$ cat config.mk
export PLATFORM = sky130hd
export DESIGN_NAME = viterbi_codec
export DESIGN_NICKNAME = d
export VERILOG_FILES = /design/src/rtl/viterbi_pkg.sv /design/src/rtl/conv_encoder_k3.sv /design/src/rtl/viterbi_codec.sv
export SDC_FILE = /design/constraint.sdc
export NUM_CORES = 1
export LEC_CHECK = 0
export CORE_ASPECT_RATIO = 0.5
export CORE_MARGIN = 2
export CORE_UTILIZATION = 45
export DETAILED_ROUTE_END_ITERATION = 7
export RECOVER_POWER = 25
export SLEW_MARGIN = 0
export SYNTH_ARGS = -nofsm -noshare
export SYNTH_HDL_FRONTEND = slang
export SYNTH_HIERARCHICAL = 1
export SYNTH_SLANG_ARGS = --single-unit
$ cat constraint.sdc
create_clock -name clk -period 7.3 [get_ports clk]
set_clock_uncertainty 0.15 [all_clocks]
set_input_delay 1.46 -clock clk [delete_from_list [all_inputs] [get_ports clk]]
set_output_delay 1.46 -clock clk [all_outputs]
set_load 0.01 [all_outputs]
$ cat src/rtl/viterbi_pkg.sv
// Shared types and trellis helpers for the K=3, rate-1/2 convolutional codec.
package viterbi_pkg;

   localparam int K       = 3;
   localparam int NSTATES = 1 << (K - 1);

   localparam logic [2:0] G0 = 3'b111;
   localparam logic [2:0] G1 = 3'b101;

   typedef logic [1:0] sym_t;
   typedef logic [1:0] state_t;

   // Encoder output for state s = {b[n-1], b[n-2]} and input bit u; [1]=G0, [0]=G1.
   function automatic sym_t branch_out(state_t s, logic u);
      logic [2:0] taps;
      taps = {u, s};
      return {^(taps & G0), ^(taps & G1)};
   endfunction

   // Hamming distance between two symbols, 0..2.
   function automatic logic [1:0] hamming(sym_t a, sym_t b);
      sym_t d;
      d = a ^ b;
      return {1'b0, d[1]} + {1'b0, d[0]};
   endfunction

endpackage

$ cat src/rtl/conv_encoder_k3.sv
// Rate-1/2, K=3 convolutional encoder with a one-cycle registered output.
module conv_encoder_k3
   import viterbi_pkg::*;
(
   input  logic clk,
   input  logic rst,
   input  logic enable,
   input  logic d_in,
   output logic valid,
   output sym_t d_out
);

   state_t shift_state;

   // Shift the new bit in and register its symbol; everything holds while idle except valid.
   always_ff @(posedge clk or posedge rst) begin
      if (rst) begin
         shift_state <= '0;
         d_out       <= '0;
         valid       <= 1'b0;
      end else begin
         valid <= enable;
         if (enable) begin
            d_out       <= branch_out(shift_state, d_in);
            shift_state <= {d_in, shift_state[1]};
         end
      end
   end

endmodule

$ cat src/rtl/viterbi_codec.sv
// Convolutional encoder plus hard-decision register-exchange Viterbi decoder.
module viterbi_codec
   import viterbi_pkg::*;
#(
   parameter int TB_DEPTH = 16,
   parameter int PM_W     = 8
)
(
   input  logic clk,
   input  logic rst,
   input  logic enc_enable_i,
   input  logic enc_d_in,
   output logic enc_valid_o,
   output sym_t enc_d_out,
   input  logic dec_enable,
   input  sym_t dec_d_in,
   output logic dec_d_out
);

   logic [PM_W-1:0]     pm        [NSTATES];
   logic [PM_W-1:0]     pm_next   [NSTATES];
   logic [TB_DEPTH-1:0] surv      [NSTATES];
   logic [TB_DEPTH-1:0] surv_next [NSTATES];
   logic [PM_W-1:0]     min_pm;
   state_t              best;

   conv_encoder_k3 u_encoder (
      .clk    (clk),
      .rst    (rst),
      .enable (enc_enable_i),
      .d_in   (enc_d_in),
      .valid  (enc_valid_o),
      .d_out  (enc_d_out)
   );

   // Smallest current metric and its state; the lowest index wins a tie.
   always_comb begin
      min_pm = pm[0];
      best   = '0;
      for (int i = 1; i < NSTATES; i++) begin
         if (pm[i] < min_pm) begin
            min_pm = pm[i];
            best   = state_t'(i);
         end
      end
   end

   // Add-compare-select per next state; ties go to the predecessor whose low bit is 0.
   always_comb begin
      state_t          ns;
      state_t          p0;
      state_t          p1;
      logic            u;
      logic [PM_W-1:0] c0;
      logic [PM_W-1:0] c1;
      ns = '0;
      p0 = '0;
      p1 = '0;
      u  = 1'b0;
      c0 = '0;
      c1 = '0;
      for (int i = 0; i < NSTATES; i++) begin
         pm_next[i]   = '0;
         surv_next[i] = '0;
      end
      for (int n = 0; n < NSTATES; n++) begin
         ns = state_t'(n);
         u  = ns[1];
         p0 = {ns[0], 1'b0};
         p1 = {ns[0], 1'b1};
         c0 = pm[p0] + PM_W'(hamming(dec_d_in, branch_out(p0, u)));
         c1 = pm[p1] + PM_W'(hamming(dec_d_in, branch_out(p1, u)));
         if (c1 < c0) begin
            pm_next[n]   = c1 - min_pm;
            surv_next[n] = {surv[p1][TB_DEPTH-2:0], u};
         end else begin
            pm_next[n]   = c0 - min_pm;
            surv_next[n] = {surv[p0][TB_DEPTH-2:0], u};
         end
      end
   end

   // Commit metrics and survivors per enabled symbol; emit the oldest bit of the best path.
   always_ff @(posedge clk or posedge rst) begin
      if (rst) begin
         for (int i = 0; i < NSTATES; i++) begin
            pm[i]   <= (i == 0) ? '0 : PM_W'(8);
            surv[i] <= '0;
         end
         dec_d_out <= 1'b0;
      end else if (dec_enable) begin
         for (int i = 0; i < NSTATES; i++) begin
            pm[i]   <= pm_next[i];
            surv[i] <= surv_next[i];
         end
         dec_d_out <= surv[best][TB_DEPTH-1];
      end
   end

endmodule

==> flow_summary.ini <==
[yosys]
syn_area_um2 = 8580
async_reset_ff_share_pct = 100
synthTopCellsByArea = dfrtp_1, ha_1, mux2i_1, a21oi_1, xnor2_1
yosysUniqueCellTypes = 81
synth.most_common_cell = nor2_1
synth_fp_nets = 1058
synth_edf_count = 0
yosysSeqAreaShare_pct = 28.3
synthFlopType = dfrtp_1
yosysWarnings = 6
synth.top_cell.area_share_pct = 27.4
ys_ff_latch = 97
synth_area_leader_cell = dfrtp_1
syn_inst = 962
syn_avg_cell_area_um2 = 8.92
yosys-top-cells-count = nor2_1, a21oi_1, dfrtp_1

[drt]
initialDrtViolationCount = 515
drc = 0
vias_per_cell = 5.61
via_count = 7113
wl_per_cell_um = 18.2
wl_mm = 23.0
drtPass1Iterations = 5
final_antenna_net_count = 0

[worst_hold_path]
hp-class = flop to flop
whs_path_depth = 1
hold_end = surv[0]
min_from = surv[0]

[critical_path]
cp.depth = 32
r2r_cells = 32
rrSetupSlack_ps = 350
crit_type = flop to flop
reg2reg_from = pm[17]
max_stage_delay_ps = 420
start_kind = flop
crit_family = compound AO/OA/AOI/OAI gates
path_buf_inv = 6
critPathArrivalTime_ps = 7110
worst_ep_required_time_ps = 7450
critPathMaxFanout = 6
setup.worst_path.start = pm[17]
end_kind = flop
critPathSlowestCell = a2111oi_4
worstReg2RegEnd = pm[22]

[cts]
clk-insertion-delay-late_ps = 360
cts-htree-levels = 3
cts_buffer_depth = 2
cts_buffers = 9
cts_tree = built
cts_sinks = 97
holdBufCountCts = 0
clk_pin_slew_worst_paths_ps = 80
clock-root-buffer = clkbuf_16

[sta]
hold_viol = 0
maxSlewViolCount = 95
setup_viol = 0
slew_headroom_pct = -134
tightest_slew_ps = 3510
finalCriticalPeriod_ps = 6950
fin_crit_sh_pct = 95.3
fin_setup_tns_ps = 0
max_freq_mhz = 144
holdWs_ps = 320

[global_routing]
grt_pass1_wl_mm = 37.6
grt-ovfl-total = 0
antenna_found_initial = 0
first_global_vias = 6846
grt_max_degree = 92
grt_use_total_pct = 24.1

[final_layout]
drive_above_1_share_pct = 14.3
fin_cells = 1267
antenna_cells = 0
fillers = 1766
area_growth_pct = 12.6
nets = 1100

[floorplan]
io_pins = 11
core_area_um2 = 18500
row_count = 35
start_util_pct = 46.3
die_w_um = 199
die_h_um = 102
die_area_um2 = 20300

[placement]
placedCellCount = 1245
gp_congestion = 0.932
io_buffers = 10
hpwl_mm = 17.5

[flow_run]
max_cap_viol_count = 2

[run_status]
failed_checks = max-capacitance violations, max-slew violations
status = complete, but fails checks
## worst reg2reg max path, delay by kind of cell, from the launching register on
family,cells,cell delay [ps]
flops,1,400
fa+ha+maj,6,1620
simple gates,10,1730
mux,1,360
buf+inv,6,790
compound gates,9,1860
## cells in the final DEF, fill, tap and decap left out, drive strengths merged, types with 8 or more instances in the layout
master and n:
mux2 16, and2 8, ha 81, nand2b 15, fa 8, a21oi 106
xor2 29, nand2 55, nand3 30, clkbuf 11, a21o 15, o211ai 8
nor2 111, mux2i 78, maj3 8, dfrtp 94, xnor2 53, buf 64
inv 57, o21ai 36, nor2b 12
## cell type report
class | instances | area (um^2) | share of cell area (%)
Inverter | 57 | 215 | 2.23
Sequential cell | 97 | 2430 | 25.2
Tap cell | 259 | 324 | 3.36
Timing Repair Buffer | 74 | 578 | 5.99
Clock buffer | 10 | 239 | 2.47
Multi-Input combinational cell | 765 | 5830 | 60.4
Clock inverter | 5 | 37.5 | 0.389
## through the flow
| step | instance area (um^2) | util (%) | worst slack [ps] |
|---|---|---|---|
| floorplan | 8580 | - | 222 |
| global placement | 9270 | 50.0 | 225 |
| detailed placement | 9270 | 50.0 | 197 |
| CTS | 9550 | 51.5 | 331 |
| global route | 9660 | 52.1 | -24.2 |
| finish | 9660 | 52.1 | 345 |
## per-layer routing
metal	up-vias	global-route usage [%]	wire length, um
met5	-	0	0
met4	0	5.74	384
met3	28	4.70	1450
met2	184	35.3	9550
met1	3427	36.4	11600
li1	3474	-	-
## how the worst max path moves through the flow
stage | end | slack (ps)
after floorplan | pm[30] | 220
after global placement | pm[6] | 230
after detailed placement | pm[4] | 200
after CTS | pm[22] | 330
after global routing | pm[22] | -20
final | pm[22] | 350
## repair_timing
item                       in CTS  in global routing
resized for setup               0                 20
buffers inserted                0                  7
setup endpoints to repair       0                 11
## cell families after synthesis
logic type / count (synthesis) / synth area share [%]
multiplexers: 94 / 11.4
adder cells (fa/ha/maj): 97 / 14.7
AND/OR/NAND/NOR: 270 / 14.9
AO/OA/AOI/OAI: 221 / 17.2
buffers and inverters: 100 / 4.58
XOR/XNOR: 83 / 8.91
flip-flops: 97 / 28.3
## flip-flops by register name (all words and copies together) (netlist names)
name / flops
u_encoder/valid: 1
u_encoder/shift_state: 2
pm: 32
surv: 59
dec_d_out: 1
u_encoder/d_out: 2
Power is left out: the tool's default activity adds up to more than one toggle a clock period on the data nets, which glitch-free logic cannot reach.
==> variant: new RTL, config.mk and constraints unchanged <==
Reset style: synchronous (`rst`), changed in 2 clocked blocks.
--- a/src/rtl/conv_encoder_k3.sv
+++ b/src/rtl/conv_encoder_k3.sv
@@ -13,7 +13,7 @@
    state_t shift_state;
 
    // Shift the new bit in and register its symbol; everything holds while idle except valid.
-   always_ff @(posedge clk or posedge rst) begin
+   always_ff @(posedge clk) begin
       if (rst) begin
          shift_state <= '0;
          d_out       <= '0;
--- a/src/rtl/viterbi_codec.sv
+++ b/src/rtl/viterbi_codec.sv
@@ -81,7 +81,7 @@
    end
 
    // Commit metrics and survivors per enabled symbol; emit the oldest bit of the best path.
-   always_ff @(posedge clk or posedge rst) begin
+   always_ff @(posedge clk) begin
       if (rst) begin
          for (int i = 0; i < NSTATES; i++) begin
             pm[i]   <= (i == 0) ? '0 : PM_W'(8);
Function: differs if rst is asserted again (counterexample within 4 cycles, from zero or initial values and one cycle with rst high); with rst held inactive, the same outputs for 10 cycles.
==> variant against the unedited design <==
  * The run still ends with max-capacitance violations, max-slew violations left
  * Wire length rose by 4.2%
  * Count of clock-buffer cells in the layout fell by 1
  * Sequential cell count rose by 1
  * Cell area rose by 2.8%
  * Setup slack got worse by 0.054 ns
  * Area after synthesis rose by 2.8%
  * Sequential share of layout area rose by 3.8 points
  * Critical path type unchanged
  * Largest cell class unchanged
Power is not shown: default switching activity piles up to over one toggle a cycle in this logic, so the estimate is an artifact.
==> variant: results (changes against the unedited design) <==
worst_setup_path:
  startpoint: "pm[1][1]$_SDFFCE_PN0P_"  # was pm[17]$_DFFE_PP0P_
  reg2reg_setup_slack_ns: 0.29  # was 0.35 ns
  crit_slowest_cell: "sky130_fd_sc_hd__or4_1"  # was sky130_fd_sc_hd__a2111oi_4
  timing.critical_path.arrival_ns: 7.07  # was 7.11 ns
  worstReg2RegEnd: "pm[2][6]$_SDFFCE_PN0P_"  # was pm[22]$_DFFE_PP0P_
detailed_routing:
  wl_met3_um: 1480  # was 1450 µm
  route.layer.met1.wl_um: 11600  # about the same
  wl_per_cell_um: 19.3  # was 18.2 µm
  routed_via_density: 5.73  # was 5.61
  first_iter_violations: 466  # was 515
final_layout:
  n_all_inverters: 53  # was 57
  multi_input_gates: 741  # was 765
  reg_top3: "surv: 60 flops, pm: 32 flops"  # was surv: 59 flops, pm: 32 flops
  final_design_area_no_fill_um2: 9930  # was 9660 µm²
  num-nonclk-buffers: 70  # was 74
  final_nets: 1069  # was 1,100
  non_clock_buffer_area_share_pct: 5.52  # was 5.99%
  drive_above_1_share_pct: 14.1  # was 14.3%
placed_design:
  dp_worst_setup_slack_ns: -0.0136  # was 0.197 ns
  gpl_congestion: 0.914  # was 0.932
synthesis:
  netlist_top_cells_count: "sky130_fd_sc_hd__nor2_1, sky130_fd_sc_hd__edfxtp_1, sky130_fd_sc_hd__ha_1, sky130_fd_sc_hd__mux2i_1, sky130_fd_sc_hd__xnor2_1"  # was sky130_fd_sc_hd__nor2_1, sky130_fd_sc_hd__a21oi_1, sky130_fd_sc_hd__dfrtp_1, sky130_fd_sc_hd__ha_1, sky130_fd_sc_hd__mux2i_1
  post_synth_fa_ha_maj_area_fraction_pct: 13.6  # was 14.7%
  synthesized_net_count: 1023  # was 1,058
  post_synth_top_flop: "sky130_fd_sc_hd__edfxtp_1"  # was sky130_fd_sc_hd__dfrtp_1
  count_of_flip_flops_with_a_built_in_enable_after_synthesis: 91  # was 0
  yosys.area_share.xor_xnor_pct: 8.73  # was 8.91%
worst_hold_path:
  hold_path_cell_cnt: 2  # was 1
global_routing:
  grt_util_met3_pct: 4.61  # was 4.70%
  global_route_wire_length_before_repair_um: 37300  # was 37,600 µm
  grt_pass1_vias: 6712  # was 6,846
  maximum_number_of_pins_on_one_net_before_global_route_repair: 79  # was 92
  grt_use_total_pct: 23.4  # was 24.1%
sta:
  final.setup.worst_slack_ns: 0.292  # was 0.345 ns
  timing.final.max_slew_violations: 94  # was 95
run_status:
  failed_checks: "max-capacitance violations, max-slew violations"  # unchanged
  run_status: "finished with violations"  # unchanged
run:
  cap_violations: 2  # unchanged
variant: cell count changes in the layout (fill, tap and decap cells not counted), moves of 10 or more:
cell and change:
sky130_fd_sc_hd__a21oi_1 -59, sky130_fd_sc_hd__a31oi_1 +13, sky130_fd_sc_hd__dfrtp_1 -94, sky130_fd_sc_hd__edfxtp_1 +91
sky130_fd_sc_hd__nor2_1 +17, sky130_fd_sc_hd__nor2b_1 -10, sky130_fd_sc_hd__nor3_1 +10, sky130_fd_sc_hd__xnor2_1 +15
variant: critical path, delay by kind of cell (launching register included):
family	cells	cell delay, ns
fa+ha+maj	6	1.63
compound gates	12	2.16
flops	1	0.40
simple gates	9	1.42
mux	2	0.51
buf+inv	6	0.60
variant: kinds of logic after synthesis:
family	Yosys count
and+or+nand+nor	282
AOI/OAI and AO/OA	198
DFF	98
adders and majority gates	91
xor gates and xnor gates	88
buffers and inverters	88
muxes	82
